`src/rtl/jtcop_prog_pack.sv`:
```
// ROM download packer: classifies ioctl bytes into SDRAM banks or PROM,
// queues up to two entries and runs the prog_we/prog_ack handshake.
module jtcop_prog_pack #(
   parameter logic [24:0] BA1_START  = 25'h8_0000,
   parameter logic [24:0] BA2_START  = 25'hC_0000,
   parameter logic [24:0] BA3_START  = 25'h20_0000,
   parameter logic [24:0] PROM_START = 25'h30_0000,
   parameter bit          SWAB       = 1'b1
) (
   input  logic        clk,
   input  logic        rst,
   input  logic        downloading,
   input  logic [24:0] ioctl_addr,
   input  logic [7:0]  ioctl_dout,
   input  logic        ioctl_wr,
   output logic [21:0] prog_addr,
   output logic [15:0] prog_data,
   output logic [1:0]  prog_mask,
   output logic [1:0]  prog_ba,
   output logic        prog_we,
   output logic        prog_rd,
   output logic        prom_we,
   input  logic        prog_ack,
   output logic        dwnld_busy
);

   typedef struct packed {
      logic        prom;
      logic [1:0]  ba;
      logic [21:0] addr;
      logic [15:0] data;
      logic [1:0]  mask;
   } ent_t;

   typedef enum logic [1:0] {IDLE, WR, PROM, GAP} st_t;

   st_t         st_q, st_d;
   ent_t        mem_q [2];
   ent_t        mem_d [2];
   logic        rd_q, rd_d, wr_q, wr_d;
   logic [1:0]  cnt_q, cnt_d;
   logic [21:0] addr_q, addr_d;
   logic [15:0] data_q, data_d;
   logic [1:0]  mask_q, mask_d, ba_q, ba_d;
   logic        we_q, we_d, pwe_q, pwe_d, busy_q, busy_d;

   ent_t        new_e, head;
   logic [24:0] off;
   logic        push, pop, head_v, lane;
   logic        unused_off;

   assign unused_off = ^off[24:23];

   always_comb begin
      new_e = '0;
      off   = ioctl_addr;
      if (ioctl_addr >= PROM_START) begin
         new_e.prom = 1'b1;
         off        = ioctl_addr - PROM_START;
      end else if (ioctl_addr >= BA3_START) begin
         new_e.ba = 2'd3;
         off      = ioctl_addr - BA3_START;
      end else if (ioctl_addr >= BA2_START) begin
         new_e.ba = 2'd2;
         off      = ioctl_addr - BA2_START;
      end else if (ioctl_addr >= BA1_START) begin
         new_e.ba = 2'd1;
         off      = ioctl_addr - BA1_START;
      end
      lane       = off[0] ^ SWAB;
      new_e.addr = new_e.prom ? off[21:0] : off[22:1];
      new_e.data = {ioctl_dout, ioctl_dout};
      new_e.mask = lane ? 2'b01 : 2'b10;
   end

   assign push   = ioctl_wr & downloading & (cnt_q != 2'd2);
   // An empty queue forwards the incoming byte so the request leaves next cycle
   assign head   = (cnt_q == 2'd0) ? new_e : mem_q[rd_q];
   assign head_v = (cnt_q != 2'd0) | push;

   always_comb begin
      st_d   = st_q;
      addr_d = addr_q;
      data_d = data_q;
      mask_d = mask_q;
      ba_d   = ba_q;
      we_d   = we_q;
      pwe_d  = pwe_q;
      pop    = 1'b0;
      unique case (st_q)
         IDLE, GAP: begin
            st_d = IDLE;
            if (head_v) begin
               addr_d = head.addr;
               data_d = head.data;
               if (head.prom) begin
                  pwe_d = 1'b1;
                  st_d  = PROM;
               end else begin
                  mask_d = head.mask;
                  ba_d   = head.ba;
                  we_d   = 1'b1;
                  st_d   = WR;
               end
            end
         end
         WR: begin
            if (prog_ack) begin
               we_d = 1'b0;
               pop  = 1'b1;
               st_d = GAP;
            end
         end
         PROM: begin
            pwe_d = 1'b0;
            pop   = 1'b1;
            st_d  = GAP;
         end
         default: st_d = IDLE;
      endcase
   end

   always_comb begin
      mem_d = mem_q;
      wr_d  = wr_q;
      rd_d  = rd_q;
      if (push) begin
         mem_d[wr_q] = new_e;
         wr_d        = ~wr_q;
      end
      if (pop) rd_d = ~rd_q;
      cnt_d  = cnt_q + {1'b0, push} - {1'b0, pop};
      busy_d = (cnt_d != 2'd0) | (st_d != IDLE);
   end

   always_ff @(posedge clk) begin
      if (rst) begin
         st_q   <= IDLE;
         mem_q  <= '{default: '0};
         rd_q   <= 1'b0;
         wr_q   <= 1'b0;
         cnt_q  <= 2'd0;
         addr_q <= '0;
         data_q <= '0;
         mask_q <= '0;
         ba_q   <= '0;
         we_q   <= 1'b0;
         pwe_q  <= 1'b0;
         busy_q <= 1'b0;
      end else begin
         st_q   <= st_d;
         mem_q  <= mem_d;
         rd_q   <= rd_d;
         wr_q   <= wr_d;
         cnt_q  <= cnt_d;
         addr_q <= addr_d;
         data_q <= data_d;
         mask_q <= mask_d;
         ba_q   <= ba_d;
         we_q   <= we_d;
         pwe_q  <= pwe_d;
         busy_q <= busy_d;
      end
   end

   assign prog_addr  = addr_q;
   assign prog_data  = data_q;
   assign prog_mask  = mask_q;
   assign prog_ba    = ba_q;
   assign prog_we    = we_q;
   assign prog_rd    = 1'b0;
   assign prom_we    = pwe_q;
   assign dwnld_busy = busy_q;

endmodule

```
`config.mk`:
```
export PLATFORM = sky130hd
export DESIGN_NAME = jtcop_prog_pack
export DESIGN_NICKNAME = d
export VERILOG_FILES = /design/src/rtl/jtcop_prog_pack.sv
export SDC_FILE = /design/constraint.sdc
export NUM_CORES = 1
export LEC_CHECK = 0
export CAP_MARGIN = 20
export CORE_MARGIN = 2
export CORE_UTILIZATION = 54
export CTS_CLUSTER_DIAMETER = 120
export DETAILED_ROUTE_END_ITERATION = 12
export GPL_ROUTABILITY_DRIVEN = 0
export GPL_TIMING_DRIVEN = 0
export PLACE_DENSITY_LB_ADDON = 0.15
export SETUP_SLACK_MARGIN = 0.15
export SYNTH_ARGS = -nofsm -noshare
export SYNTH_HDL_FRONTEND = slang
export SYNTH_SLANG_ARGS = --single-unit
```
`constraint.sdc`:
```
create_clock -name clk -period 2.8 [get_ports clk]
set_clock_uncertainty 0.2 [all_clocks]
set_input_delay 0.56 -clock clk [delete_from_list [all_inputs] [get_ports clk]]
set_output_delay 0.56 -clock clk [all_outputs]
set_load 0.02 [all_outputs]
```
==> out/summary.txt <==
Run status - complete, no violations
CP Capture Type - flop
DR iter-0 viols - 336
# nets final - 809
Top cell family by delay on the critical path - buffers and inverters
Cells after Synth - 639
Via count - 5418
FMAX - 373 MHz
First-pass GRT wire length - 26300 µm
Cell leakage power - 0.00276 µW
Share of cells above drive strength 1 - 14.9%
Final max-slew violation count - 0
FF-to-FF setup slack - 0.36 ns
Crit path launch type - primary input
Unrepaired setup endpoints after global routing - yes
Max cap viols - 0
Routed length per placed instance - 18.6 µm
DRC errors left - 0
Vias/cell - 6.00
Sink Count - 113
Die area - 10800 µm²
Cells along the critical path - clkdlybuf4s50_1 > or3_1 > a21oi_2 > o31a_1 > buf_4 > clkbuf_4 > mux2i_2 > a211oi_1 > a21oi_1 > nor2_1
Peak supply drop - 0.000568 V
Slowest cell on the critical path - clkdlybuf4s50_1
Seq cells post-synth - 113
Worst-path clk slew - 0.06 ns
Min Clock Period, post-route - 2.68 ns
Antenna violations before repair - 0
Worst EP required - 2.98 ns
DRT antenna net count - 0
Clk_lat worst skew - 0.53 ns
Top-count cell post-synth - dfxtp_1
# fillers - 684
Dpl cells - 853
Yosys top cell area share - 41.9%
Std-Cell Rows - 36
Avg Synthesized Cell Area - 8.45 µm²
Crit path max fanout - 5
Design area - 7340 µm²
Final cell count without fillers - 903
Main synth FF type - dfxtp_1
Die Ht - 104 µm
Pin slew with the least headroom to its limit - 0.910 ns
CORE AREA - 9730 µm²
Crit Path Category - primary input to flop
DR pass1 iterations - 5
Top cell type by total area after synthesis - dfxtp_1
Syn. warnings - 0
Die X - 104 µm
Critical path arrival - 2.86 ns
Power Dens Cells - 944 nW/µm²
Gr usage total - 30.5%
Post-Syn Nets - 691
CTS tree - done
Post-Syn Area - 5400 µm²
CP Buf/Inv Count - 3
Most frequent cells after synthesis - 113 x dfxtp_1, 82 x nand2_1, 73 x nor2_1
Vias in the first global route - 5306
EDFF count, synth - 0
N_diodes - 0
Placed Area - 6380 µm²
Hpwl dp - 11200 µm
Hold Vio Cnt, Final - 0
Max incr delay on CP - 0.48 ns
Starting Density - 55.5%
Number of library cell types mapped by synthesis - 61
Final period util - 95.8%
Clock buffer count from CTS - 17
Number of I/O pins - 84
# setup viols final - 0
Buffers from clock root to sink, at most - 2
I/O Buffers - 81
Clock root cell - clkbuf_8
Top cells by area, synth - dfxtp_1 42%, a211oi_1 8.9%, mux2i_1 6.3%
Rel. slew slack - 39.3%
Asr flop ratio synth - 0%
Sequential-to-total area share from yosys stat - 41.9%
Gr ovfl total - 0
Drt total wl - 16800 µm
H-tree Lvls - 4
P&R area growth vs syn - 35.9%
Worst min-delay path category - flop to flop
Largest net degree at the start of global routing - 17
kinds of logic (layout without fill, tap and decap cells):
| family | Yosys count | count (layout) | synth area share (%) |
|---|---|---|---|
| xor+xnor | 5 | 5 | 0.811 |
| other cells | 1 | 1 | 0.0694 |
| simple gates | 202 | 202 | 16.7 |
| fa+ha+maj | 14 | 14 | 3.24 |
| mux | 35 | 35 | 6.51 |
| flops | 113 | 113 | 41.9 |
| buf+inv | 68 | 199 | 5.84 |
| compound gates | 201 | 201 | 25.0 |
report_power, final:
part,internal [µW],switching [µW]
Sequential,1900,177
Clock,1390,812
Combinational,1060,1600
path summary, 6_finish.rpt:
check,from,end,depth (start not counted)
max,ioctl_addr[23],prog_addr[15]$_SDFFE_PP0P_,10
min,mem_q[84]$_SDFFE_PP0P_,mem_q[84]$_SDFFE_PP0P_,2
max reg2reg,cnt_q[0]$_SDFF_PP0_,mem_q[73]$_SDFFE_PP0P_,6
min reg2reg,mem_q[84]$_SDFFE_PP0P_,mem_q[84]$_SDFFE_PP0P_,2
through the flow:
step           hold slack (ns)  TNS [ns]  setup WS [ns]  util, %  total power [µW]
2_1_floorplan            0.225         0          0.212        -              3620
3_3_place_gp             0.235    -46.90         -0.814     65.6              4540
3_5_place_dp             0.242    -49.45         -0.846     65.6              4610
4_1_cts                  0.258         0          0.151     73.8              6850
5_1_grt                  0.277         0          0.120     75.5              7220
6_report                 0.256         0          0.118     75.5              6930
final cells by class:
cell class | count | area [µm²] | share of cell area, %
repair buffers | 99 | 957 | 13.0
multi-input cells | 458 | 3020 | 41.1
flip-flops and latches | 113 | 2260 | 30.8
well taps | 133 | 166 | 2.27
inverters | 16 | 60.1 | 0.818
clock inverters | 14 | 179 | 2.44
plain buffers | 52 | 269 | 3.66
clock buffers | 18 | 428 | 5.83
worst register-to-register path: stages, from the launching register on:
cell and delay (ns):
dfxtp_1 0.38, inv_1 0.08, a21oi_1 0.33, inv_1 0.14, nor2_1 0.47, clkbuf_1 0.53, a211oi_1 0.17
cells in the final DEF (no fill, tap or decap), drive strengths merged, types with 2 or more instances in the layout:
master	count
dfxtp	113
nand2	82
nor2	73
a211oi	65
clkdlybuf4s50	63
a21oi	60
clkbuf	55
buf	34
mux2i	34
o21ai	28
inv	20
nor2b	19
ha	14
a22o	13
dlymetal6s2s	10
dlygate4sd2	7
nand3	7
xnor2	5
a31oi	5
nor4	4
nor3	4
o31ai	4
clkinv	4
o31a	3
clkinvlp	3
bufinv	3
or3	2
o211ai	2
a41oi	2
o32ai	2
a221oi	2
a32o	2
o22ai	2
and2	2
nand2b	2
nor3b	2
metal layers:
metal,vias up,track usage (%),share of wire [%]
li1,2525,-,-
met1,2600,36.9,41
met2,246,51.5,49
met3,47,6.64,7.0
met4,0,14.9,2.9
met5,-,0,0
flip-flops by register name, indices dropped and copies added (netlist names):
signal	flops
cnt_q	2
dwnld_busy	1
mem_q	70
prog_addr	22
prog_ba	2
prog_data	8
prog_mask	2
prog_we	1
prom_we	1
rd_q	1
st_q	2
wr_q	1
timing repair:
action	CTS	global route
hold buffers	0	0
pin swaps	9	9
setup endpoints to repair	81	71
cloned	1	0
setup buffers	11	6
resized for setup	30	46
No activity file was read; power rests on OpenSTA's default activity.
